`src/rtl/l2_cacheline_adaptor.sv`:
```
// Converts between 256-bit cache lines and 64-bit memory beats.
// Reads gather four beats into line_o; write-backs send a buffered line out as four beats.
module l2_cacheline_adaptor #(
  parameter  int s_offset = 5,
  parameter  int s_burst  = 64,
  localparam int s_line   = 8 * (2 ** s_offset),
  localparam int n_beats  = s_line / s_burst
) (
  input  logic                clk,
  input  logic                reset,
  input  logic [s_line-1:0]   line_i,
  output logic [s_line-1:0]   line_o,
  input  logic [31:0]         address_i,
  input  logic                read_i,
  input  logic                write_i,
  output logic                resp_o,
  input  logic [s_burst-1:0]  burst_i,
  output logic [s_burst-1:0]  burst_o,
  output logic [31:0]         address_o,
  output logic                read_o,
  output logic                write_o,
  input  logic                resp_i
);

  localparam int cnt_w = (n_beats > 1) ? $clog2(n_beats) : 1;
  localparam logic [cnt_w-1:0] last_beat = cnt_w'(n_beats - 1);

  typedef enum logic [1:0] {
    IDLE,
    RD_BURST,
    WR_BURST,
    DONE
  } state_t;

  state_t              state_reg;
  logic [cnt_w-1:0]    cnt_reg;
  logic [s_line-1:0]   buf_reg;
  logic [s_burst-1:0]  buf_beats [n_beats];
  logic [31:0]         line_addr;
  logic                unused_addr_bits;

  // The memory side only sees line-aligned addresses.
  assign line_addr        = {address_i[31:s_offset], {s_offset{1'b0}}};
  assign unused_addr_bits = ^address_i[s_offset-1:0];

  genvar gi;
  generate
    for (gi = 0; gi < n_beats; gi++) begin : g_beat_view
      assign buf_beats[gi] = buf_reg[s_burst*gi +: s_burst];
    end
  endgenerate

  assign burst_o = (state_reg == WR_BURST) ? buf_beats[cnt_reg] : '0;

  always_ff @(posedge clk or posedge reset) begin
    if (reset) begin
      state_reg <= IDLE;
      cnt_reg   <= '0;
      buf_reg   <= '0;
      line_o    <= '0;
      address_o <= '0;
      read_o    <= 1'b0;
      write_o   <= 1'b0;
      resp_o    <= 1'b0;
    end else begin
      case (state_reg)
        IDLE: begin
          resp_o <= 1'b0;
          if (read_i) begin
            address_o <= line_addr;
            cnt_reg   <= '0;
            read_o    <= 1'b1;
            state_reg <= RD_BURST;
          end else if (write_i) begin
            address_o <= line_addr;
            buf_reg   <= line_i;
            cnt_reg   <= '0;
            write_o   <= 1'b1;
            state_reg <= WR_BURST;
          end
        end
        RD_BURST: begin
          if (resp_i) begin
            line_o[s_burst*cnt_reg +: s_burst] <= burst_i;
            cnt_reg <= cnt_reg + 1'b1;
            if (cnt_reg == last_beat) begin
              read_o    <= 1'b0;
              resp_o    <= 1'b1;
              state_reg <= DONE;
            end
          end
        end
        WR_BURST: begin
          if (resp_i) begin
            cnt_reg <= cnt_reg + 1'b1;
            if (cnt_reg == last_beat) begin
              write_o   <= 1'b0;
              resp_o    <= 1'b1;
              state_reg <= DONE;
            end
          end
        end
        default: begin
          resp_o    <= 1'b0;
          read_o    <= 1'b0;
          write_o   <= 1'b0;
          state_reg <= IDLE;
        end
      endcase
    end
  end

endmodule

```
`config.mk`:
```
export PLATFORM = sky130hd
export DESIGN_NAME = l2_cacheline_adaptor
export DESIGN_NICKNAME = d
export VERILOG_FILES = /design/src/rtl/l2_cacheline_adaptor.sv
export SDC_FILE = /design/constraint.sdc
export NUM_CORES = 1
export LEC_CHECK = 0
export BUFFER_PORTS_ARGS = -buffer_cell sky130_fd_sc_hd__clkbuf_2
export CORE_AREA = 2 2 278 280
export DETAILED_ROUTE_END_ITERATION = 16
export DIE_AREA = 0 0 280 282
export PLACE_DENSITY = 0.61
export SLEW_MARGIN = 0
export SYNTH_ARGS = -nofsm -noshare
export SYNTH_HDL_FRONTEND = slang
export SYNTH_SLANG_ARGS = --single-unit
```
`constraint.sdc`:
```
create_clock -name clk -period 38.4 [get_ports clk]
set_input_delay 7.68 -clock clk [delete_from_list [all_inputs] [get_ports clk]]
set_output_delay 7.68 -clock clk [all_outputs]
set_load 0.1 [all_outputs]
```
== Yosys cells after proc, flatten, opt, wreduce, memory -nomap -nowiden ==
Index checks and enable logic that the tools add are counted.
W data, S select, Z words.

* Output and inout port bits: 355
* Bits of input ports: 357
* Register bits: 551
* Logic and storage cells: 68

* Equal/unequal tests: 13
* Reduce and logical (&&, ||, !) cells: 12
* $add $sub $neg: 2
* Bitwise operators: 4
* Shift-type cells: 2
* Multiplexer cells: 26
* Order comparisons: 1

{| class="wikitable"
|+ Operators by type and width
! kind !! number
|-
| $bwmux W256 || 1
|-
| $shift A64 B34 Y256 const A || 1
|-
| $shiftx A64 B34 Y256 || 1
|-
| $mux W64 || 3
|-
| $bmux W64 S2 || 1
|-
| $mux W32 || 2
|-
| $neg A8 Y34 || 1
|-
| $mux W2 || 7
|-
| $ne A2 B2 Y1 const B || 6
|-
| $reduce_and A3 Y1 || 3
|-
| $mux W1 || 8
|-
| $pmux W2 S2 || 2
|-
| $ne A2 B1 Y1 const B || 3
|-
| $pmux W1 S3 || 2
|-
| $reduce_and A2 Y1 || 3
|-
| $reduce_and A5 Y1 || 1
|-
| $eq A2 B2 Y1 const B || 2
|-
| $reduce_and A4 Y1 || 1
|-
| $reduce_bool A2 Y1 || 2
|-
| $ge A3 B3 Y1 const B || 1
|-
| $ne A3 B3 Y1 const B || 1
|-
| $not A1 Y1 || 3
|-
| $not A2 Y3 || 1
|-
| $add A2 B1 Y2 const B || 1
|-
| other kinds (3) || 3
|}

== Longest topological paths before layout ==
* Depth after elaboration: 5
* Mapped depth: 9
* Depth with buffers taken out: 5

== Worst setup path before layout ==
No wires, ideal clock.

* Path kind: register to output
* Start point: register cnt_reg[1]
* End point: output port burst_o[25]
* Arrival: 1,941 ps
* Slack: 28,779 ps
* Data required time: 30,720 ps
* Stages on the path, launching flop included: 5
* Path buffers: 2
* Cell sequence: dfrtp_1 buf_2 buf_1 mux4_2 and2_1

* Longest elaborated chain between the ends: 5

{| class="wikitable"
|+ Ends and longest elaborated chain
! item !! RTL line !! text
|-
| start, declared || 36 || <nowiki>logic [cnt_w-1:0] cnt_reg;</nowiki>
|-
| start signal, assigned || 85 || <nowiki>cnt_reg <= cnt_reg + 1'b1;</nowiki>
|-
| start signal, assigned || 95 || <nowiki>cnt_reg <= cnt_reg + 1'b1;</nowiki>
|-
| $not A2 Y3 (not written as such) || 53 || <nowiki>assign burst_o = (state_reg == WR_BURST) ? buf_beats[cnt_reg] : '0;</nowiki>
|-
| $bmux W64 S2 || 53 ||
|-
| $mux W64 (not written as such) (2 in series) || 53 ||
|-
| $mux W64 || 53 ||
|-
| end, declared || 18 || <nowiki>output logic [s_burst-1:0] burst_o,</nowiki>
|}

Every way passes these cells. The select of a mux whose other input is x is not followed.

== Final worst setup path ==
* Start point: register cnt_reg[0]
* End point: output port burst_o[0]

Same word-level chain as after synthesis.

==> impl_results.md <==
* WP data arrival at 3.57 ns
* Outcome: complete, no violations
* FP Rows at 101
* Max Slew Vio Count at 0
* Flop2flop setup slack at 34.91 ns
* Cell area after synthesis at 22100 um^2
* Clock Latency Late Sink at 0.62 ns
* Largest net degree at the start of global routing at 217
* Hold Startpoint: line_o[120]$_DFFE_PP0P_
* Die Span X at 280 um
* Tightest Pin Transition at 1.48 ns
* Die height at 282 um
* Post-CTS Setup Bufs at 0
* Placer congestion estimate at 0.821
* Unrepaired setup endpoints after global routing: no
* Hold crit path type: register to register
* Wirelength, routed at 66700 um
* Post-route ant nets at 0
* Grt ovf at 0
* Finished Cell Area at 28500 um^2
* Synthesis Warnings at 0
* Slew headroom at 1.24%
* Setup_tns at 0 ns
* CTS tree: done
* Cts bufs inserted at 60
* Ant diodes at 0
* HPWL after DPL at 45900 um
* Hold_buf cts at 0
* Worst Clk Skew at 0.0135 ns
* Nets at 2429
* Dominant synthesized flop cell: dfrtp_1
* # DRC at 0
* Post-route insts no fill at 3085
* Vias at 15100
* Flops & latches, synth at 546
* Power, Total at 0.00235 W
* CTS Buffer Depth at 3
* GRT Overall Usage at 16.2%
* Die Area at 79000 um^2
* Clock-pin slew on the worst setup and hold paths at 0.07 ns
* First-pass GRT wire length at 98800 um
* LEAKAGE at 13.9 nW
* Final setup viols at 0
* Number of global-route vias before repair at 16200
* Cell Pwr Density at 82.7 nW/um^2
* Setup crit start: cnt_reg[0]$_DFFE_PP0P_
* Peak supply drop at 55.2 uV
* Worst r2r src: cnt_reg[0]$_DFFE_PP0P_
* Finished Core Util at 37.6%
* Sequential element share of the synthesized area at 61.9%
* CTS sink count at 546
* H-tree Lvls at 2
* Synth Area per Inst at 15.9 um^2
* IO buf count at 701
* Post-CTS resize count at 0
* DP Area at 26400 um^2
* CP Data Required Time at 30.72 ns
* Worst Path Max Fanout at 40
* Max Fclk at 88.9 MHz
* Final hold violations at 0
* Root buffer cell: clkbuf_16
* Number of synthesized flops with an enable pin at 0
* Cells after synthesis at 1388
* Placeable Area at 75700 um^2
* Wire per inst at 21.6 um
* Crit end category: output pin
* Tcrit/Tclk final at 29.3%
* Placed insts at 2976
* Area Growth Syn to Fin at 29.1%
* Vias per cell at 4.90
* Max-Cap Viols at 0
* Detailed Routing Iterations Pass 1 at 4
* Initial antenna violation count at 10
* Crit Path Category: register to output pin
* Post-synth cell types at 37
* Initial Util at 29.2%
* CP Launch Type: register
* Min Clock Period, post-route at 11.25 ns
* FFs w/ async S/R, synth at 100%
* Initial DRC Count at 719
* Fraction of layout cells with a size suffix above 1 at 56.1%
* # IOs at 712
## routing by layer
| metal | vias to the layer above | share of wire, % | GRT usage (%) |
|---|---|---|---|
| met2 | 615 | 50 | 28.1 |
| met1 | 7757 | 38 | 18.8 |
| met3 | 135 | 8.6 | 5.67 |
| li1 | 6580 | - | - |
| met4 | 18 | 3.0 | 5.36 |
| met5 | - | 0.18 | 0 |
## worst paths after layout
kind,end,depth (start not counted)
worst max register to register,line_o[109]$_DFFE_PP0P_,6
worst min-delay path,line_o[120]$_DFFE_PP0P_,1
worst max-delay path,burst_o[0],4
worst min register to register,line_o[120]$_DFFE_PP0P_,1
min in group asynchronous,address_o[14]$_DFFE_PP0P_,2
max in group asynchronous,buf_reg[167]$_DFFE_PP0P_,4
## synthesized netlist by cell type (4+ instances only)
library cell | instances | area, um^2
nand3_1 | 5 | 25.0
inv_1 | 8 | 30.0
clkbuf_1 | 35 | 131
ha_1 | 12 | 150
buf_4 | 15 | 113
a22o_1 | 255 | 2230
buf_6 | 12 | 135
and2_1 | 65 | 407
dfrtp_1 | 546 | 13700
mux2_2 | 284 | 3200
buf_2 | 46 | 230
mux4_2 | 64 | 1440
nor2_1 | 4 | 15.0
a32o_1 | 4 | 40.0
## area by class of cell
cell class	count	area [um^2]
fill	7226	47200
sequential	546	13700
multi-input combinational	727	7840
timing repair buffer	717	3650
clock buffer	84	1740
tap	978	1220
clock inverter	25	315
inverter	8	37.5
## critical path: stages, from the launching register on
cell,delay (ns)
dfrtp_4,0.97
buf_4,0.73
mux4_2,0.59
and2_1,0.21
clkbuf_2,0.39
## report_power, final
part           total, W  internal (W)  switching [W]
registers      0.000857      0.000756       0.000101
logic          0.000901      0.000295       0.000606
clock network  0.000597      0.000356       0.000241
total           0.00235       0.00141       0.000948
## kinds of logic after synthesis
logic type                 share of synthesized area [%]
adders and majority gates                          0.680
other                                             0.0170
buffers and inverters                               2.95
DFF                                                 61.9
AOI/OAI and AO/OA                                   10.7
and+or+nand+nor                                     2.76
muxes                                               21.0
## placed cells by master, fill, tap and decap left out, types with 11 or more instances in the layout
cell and count:
and2_1 65, dfrtp_1 544, clkbuf_2 701, ha_1 11, buf_4 14, mux4_2 64
clkbuf_16 60, mux2_2 284, a22o_1 255, clkbuf_8 15
## per-stage QoR
step | worst slack (ns) | hold slack, ns
3_5_place_dp | 27.60 | 0.485
2_1_floorplan | 15.46 | 0.474
5_1_grt | 26.82 | 0.511
6_report | 27.15 | 0.492
3_3_place_gp | 27.60 | 0.481
4_1_cts | 26.92 | 0.500
No activity file was read; power rests on OpenSTA's default activity.
